### src/rtl/tie_strap_pkg.sv
// Shared types and helpers for the programmable tie-off strap controller.
package tie_strap_pkg;

    typedef enum logic [2:0] {
        IDLE,
        SHIFT,
        COMMIT,
        DONE,
        LOCKED
    } state_t;

    function automatic int unsigned cnt_w(input int unsigned n);
        return $clog2(n + 1);
    endfunction

endpackage

### src/rtl/tie_strap_shreg.sv
// Shadow shift register: parallel load from the live straps, serial shift-in
// at the LSB, MSB exposed for serial readback.
module tie_strap_shreg
    import tie_strap_pkg::*;
#(
    parameter int unsigned    N       = 8,
    parameter logic [N-1:0]   DEFAULT = '0
) (
    input  logic         ck,
    input  logic         rst,
    input  logic         load,
    input  logic [N-1:0] load_val,
    input  logic         shift_en,
    input  logic         sdi,
    output logic [N-1:0] q,
    output logic         msb
);

    logic [N-1:0] shifted;

    // A one-bit register has no lower bits to carry along.
    generate
        if (N == 1) begin : g_single
            assign shifted = sdi;
        end else begin : g_multi
            assign shifted = {q[N-2:0], sdi};
        end
    endgenerate

    always_ff @(posedge ck) begin
        if (rst) begin
            q <= DEFAULT;
        end else if (load) begin
            q <= load_val;
        end else if (shift_en) begin
            q <= shifted;
        end
    end

    assign msb = q[N-1];

endmodule

### src/rtl/tie_strap_ctrl.sv
// Programmable tie-off bank: registered straps reset to DEFAULT, atomically
// rewritten by a serial programming handshake, optionally locked until reset.
module tie_strap_ctrl
    import tie_strap_pkg::*;
#(
    parameter int unsigned  N       = 8,
    parameter logic [N-1:0] DEFAULT = N'(8'hA5)
) (
    input  logic         ck,
    input  logic         rst,
    input  logic         prog_req,
    input  logic         sdi,
    input  logic         sdi_vld,
    input  logic         lock,
    output logic         prog_ack,
    output logic         busy,
    output logic         sdo,
    output logic         err,
    output logic         locked,
    output logic [N-1:0] strap
);

    localparam int unsigned    CW       = cnt_w(N);
    localparam logic [CW-1:0]  CNT_LAST = CW'(N - 1);
    localparam logic [CW-1:0]  CNT_MAX  = CW'(N);

    state_t        state, state_nxt;
    logic [CW-1:0] cnt;
    logic          req_q;
    logic          err_q;
    logic [N-1:0]  shadow;
    logic          shadow_msb;
    logic          load, shift_en, commit, err_nxt;

    tie_strap_shreg #(
        .N       (N),
        .DEFAULT (DEFAULT)
    ) u_shreg (
        .ck       (ck),
        .rst      (rst),
        .load     (load),
        .load_val (strap),
        .shift_en (shift_en),
        .sdi      (sdi),
        .q        (shadow),
        .msb      (shadow_msb)
    );

    always_comb begin
        state_nxt = state;
        load      = 1'b0;
        shift_en  = 1'b0;
        commit    = 1'b0;
        err_nxt   = 1'b0;
        case (state)
            IDLE: begin
                if (prog_req) begin
                    state_nxt = SHIFT;
                    load      = 1'b1;
                end
            end
            SHIFT: begin
                // Dropping the request wins over a simultaneous final bit.
                if (!prog_req) begin
                    err_nxt   = 1'b1;
                    load      = 1'b1;
                    state_nxt = IDLE;
                end else if (sdi_vld) begin
                    shift_en = 1'b1;
                    if (cnt == CNT_LAST) begin
                        state_nxt = COMMIT;
                    end
                end
            end
            COMMIT: begin
                commit    = 1'b1;
                state_nxt = lock ? LOCKED : DONE;
            end
            DONE: begin
                if (!prog_req) begin
                    state_nxt = IDLE;
                end
            end
            LOCKED: begin
                err_nxt = prog_req & ~req_q;
            end
            default: state_nxt = IDLE;
        endcase
    end

    always_ff @(posedge ck) begin
        if (rst) begin
            state <= IDLE;
            strap <= DEFAULT;
            cnt   <= '0;
            req_q <= 1'b0;
            err_q <= 1'b0;
        end else begin
            state <= state_nxt;
            req_q <= prog_req;
            err_q <= err_nxt;
            if (commit) begin
                strap <= shadow;
            end
            if (load) begin
                cnt <= '0;
            end else if (shift_en && cnt != CNT_MAX) begin
                cnt <= cnt + 1'b1;
            end
        end
    end

    assign busy     = (state == SHIFT) || (state == COMMIT);
    assign prog_ack = (state == COMMIT);
    assign locked   = (state == LOCKED);
    assign err      = err_q;
    // Readback is only meaningful while shifting; otherwise hold low.
    assign sdo      = (state == SHIFT) && shadow_msb;

endmodule

### config.mk
export PLATFORM = sky130hd
export DESIGN_NAME = tie_strap_ctrl
export DESIGN_NICKNAME = d
export VERILOG_FILES = /design/src/rtl/tie_strap_pkg.sv /design/src/rtl/tie_strap_shreg.sv /design/src/rtl/tie_strap_ctrl.sv
export SDC_FILE = /design/constraint.sdc
export NUM_CORES = 1
export LEC_CHECK = 0
export CELL_PAD_IN_SITES_DETAIL_PLACEMENT = 0
export CELL_PAD_IN_SITES_GLOBAL_PLACEMENT = 1
export CORE_ASPECT_RATIO = 0.7
export CORE_UTILIZATION = 40
export DETAILED_ROUTE_END_ITERATION = 6
export PLACE_DENSITY_LB_ADDON = 0.25
export RECOVER_POWER = 100
export SKIP_LAST_GASP = 1
export SLEW_MARGIN = 20
export SYNTH_ARGS = -nofsm -noshare
export SYNTH_HDL_FRONTEND = slang
export SYNTH_HIERARCHICAL = 1
export SYNTH_SLANG_ARGS = --single-unit
export TNS_END_PERCENT = 100
### constraint.sdc
create_clock -name ck -period 1.9 [get_ports ck]
set_input_delay 0.285 -clock ck [delete_from_list [all_inputs] [get_ports ck]]
set_output_delay 0.285 -clock ck [all_outputs]
set_load 0.02 [all_outputs]
==> impl_metrics.json <==
{
  "r2r-end": "u_shreg/q[3]$_SDFFE_PP0P_",
  "timing.reg2reg.setup_slack_ns": 0.26,
  "reg2regPathDepth": 6,
  "postSynthCellCount": 128,
  "detail_route.iter0.violations": 64,
  "cts.sinks": 25,
  "antenna_cells": 0,
  "ctsHtreeMaxLevel": 1,
  "io_pins": 19,
  "grt_pass1_vias": 894,
  "cp_cell_sequence": "nand2b_1 -> nor2_1 -> clkdlybuf4s50_1",
  "tns_ns": 0,
  "dpl.hpwl_um": 1860,
  "path_clk_slew_ns": 0.08,
  "grt_setup_unrepaired": "no",
  "hold_depth": 1,
  "synth_area_leaders": "dfxtp_1, mux2i_1, a21oi_1",
  "placementRows": 16,
  "antenna_found_initial": 0,
  "place_congestion": 0.771,
  "gr-usage-met3_pct": 5.66,
  "fp.coreArea_um2": 2880,
  "drc": 0,
  "grt_start_max_net_pins": 14,
  "hold_viol_final": 0,
  "nNetsFinal": 160,
  "initial_core_util_pct": 43.3,
  "dpl.cell_count": 183,
  "synthSimpleGateAreaFrac_pct": 23.1,
  "cts_buffer_depth": 2,
  "max_freq_ghz": 0.556,
  "hold_end": "err$_SDFF_PP0_",
  "worstPathRequired_ns": 1.62,
  "powerDensity_nw_per_um2": 640,
  "cts_tree": "built",
  "hold_path.startpoint": "state[1]$_SDFFE_PP0P_",
  "multi_input_area_um2": 648,
  "synth_nets": 136,
  "setup_viol": 0,
  "muxShareOfSynthArea_pct": 13.6,
  "cts_made_buffers": 3,
  "synth.distinct_cells": 35,
  "cp-start-kind": "register",
  "fin_crit_sh_pct": 94.6,
  "criticalPathCategory": "register to primary output",
  "skew_ns": 0.00592,
  "fin_cells": 187,
  "clkLatencyLatePin_ns": 0.27,
  "ant_nets": 0,
  "period_minus_slack_ns": 1.80,
  "mostFrequentLayoutCell": "dfxtp_1",
  "end_kind": "primary output",
  "hold_buffers": 0,
  "wirelength_um": 2500,
  "track_usage_pct": 16.5,
  "vias": 978,
  "overflow": 0,
  "dieArea_um2": 3350,
  "path_buf_inv": 1,
  "drt_pass1_iterations": 4,
  "avgSynthCellArea_um2": 9.75,
  "regArea_um2": 502,
  "synth_xor_area_share_pct": 1.40,
  "area_delta_synth_final_pct": 20.3,
  "clockRootBuffer": "clkbuf_8",
  "critPathArrivalTime_ns": 1.51,
  "netlist_area_um2": 1250,
  "crit_cells": 3,
  "ys_warn_count": 6,
  "die_y_um": 48.7,
  "slowest_stage": "clkdlybuf4s50_1",
  "drive_above_1_share_pct": 10.6,
  "cap_violations": 0,
  "status": "complete, no violations",
  "fillCellCount": 289,
  "grtUsageMet2_pct": 20.6,
  "r2r-start": "state[2]$_SDFFE_PP0P_",
  "synth_top_family_by_area": "simple AND/OR/NAND/NOR gates",
  "avgViaCountPerCell": 5.23,
  "yosysTopAreaCellShare_pct": 40.1,
  "synth_seq_cells": 25,
  "slowest_delay_ns": 0.61,
  "synth_compound_gate_area_share_pct": 13.4,
  "grt_pass1_wl_um": 4100,
  "wl_per_cell_um": 13.4,
  "tightest_slew_ns": 0.668,
  "met1_usage_pct": 26.0,
  "dieWidth_um": 68.7,
  "finalMaxSlewViolations": 0,
  "ys_seq_area_share_pct": 40.1,
  "port_buffers": 18,
  "synth_area_leader_cell": "dfxtp_1",
  "synth_fa_ha_area_share_pct": 2.01,
  "p_leak_nw": 0.533,
  "final_cell_mix": "dfxtp_1, mux2i_1, a21oi_1, dlygate4sd3_1, nor2_1",
  "critical_path.max_fanout": 5,
  "slew_headroom_pct": 55.5,
  "hold_class": "register to register",
  "critical-path-top-delay-family": "buffers and inverters",
  "grt-busiest-layer": "met1",
  "ir_drop_v": 0.000426
}
-- power breakdown --
group	switching (W)	internal, W
registers	0.0000103	0.000535
logic	0.0000532	0.0000494
clock network	0.000162	0.000150
-- final cells by class --
| type | instances | area share, % |
|---|---|---|
| Clock buffer | 4 | 3.00 |
| Multi-Input combinational cell | 88 | 43.2 |
| Inverter | 7 | 1.75 |
| Sequential cell | 25 | 33.4 |
| Tap cell | 36 | 3.00 |
| Timing Repair Buffer | 27 | 15.6 |
-- worst max path at each step --
stage                          startpoint  slack [ns]                         to
detailed placement               prog_req        0.05  u_shreg/q[3]$_SDFFE_PP0P_
finish              state[0]$_SDFFE_PP0P_        0.10                     locked
global placement                 prog_req        0.07  u_shreg/q[0]$_SDFFE_PP1P_
global route                     prog_req        0.02  u_shreg/q[1]$_SDFFE_PP0P_
floorplan           state[0]$_SDFFE_PP0P_        0.37  u_shreg/q[1]$_SDFFE_PP0P_
CTS                 state[1]$_SDFFE_PP0P_       0.004                        sdo
-- cell families after synthesis --
group | after synthesis
xor gates and xnor gates | 2
and+or+nand+nor | 44
AOI/OAI and AO/OA | 23
adders and majority gates | 2
buffers and inverters | 15
DFF | 25
muxes | 17
-- what timing repair did --
action,in CTS,in global routing
resized for setup,1,2
endpoints found under the setup margin,1,2
buffers inserted,0,0
-- sequential cells by signal, summed over array words and instances, names as in the netlist --
| signal | cells |
|---|---|
| req_q | 1 |
| strap | 8 |
| state | 3 |
| u_shreg/q | 8 |
| cnt | 4 |
| err | 1 |
-- metrics by stage --
stage / hold WS, ns / area [µm²] / worst slack [ns] / utilization, % / total power (W)
6_report: 0.491 / 1500 / 0.103 / 52.0 / 0.000960
5_1_grt: 0.521 / 1500 / 0.0191 / 52.0 / 0.00100
4_1_cts: 0.521 / 1530 / 0.00440 / 53.1 / 0.000976
3_5_place_dp: 0.495 / 1490 / 0.0512 / 51.6 / 0.000667
3_3_place_gp: 0.482 / 1490 / 0.0671 / 51.6 / 0.000666
2_1_floorplan: 0.436 / 1250 / 0.374 / - / 0.000623
-- routing by layer --
layer	part of all wire [%]	vias to the layer above	wire length [µm]
met3	4.5	2	113
met5	0	-	0
met2	39	25	976
met4	0.52	0	13
li1	-	503	-
met1	56	448	1400
-- synth_stat cells --
cell type  instances
dfxtp_1           25
mux2i_1           17
a21oi_1           10
nor2_1             9
inv_1              7
nor2b_1            6
nand2_1            5
a211oi_1           4
nand4_1            4
nor3b_1            4
buf_2              3
buf_4              3
nand2b_1           3
nor3_1             3
ha_1               2
o21ai_0            2
o31ai_1            2
xnor2_1            2
a2111oi_2          1
a21o_1             1
a21oi_2            1
and3b_1            1
and4b_1            1
and4bb_2           1
buf_6              1
clkbuf_1           1
nand3_1            1
nand3b_1           1
nand4b_1           1
nand4bb_4          1
nor3b_2            1
nor4bb_1           1
o31ai_4            1
o32a_1             1
or3_1              1
(Power assumes the default switching activity.)
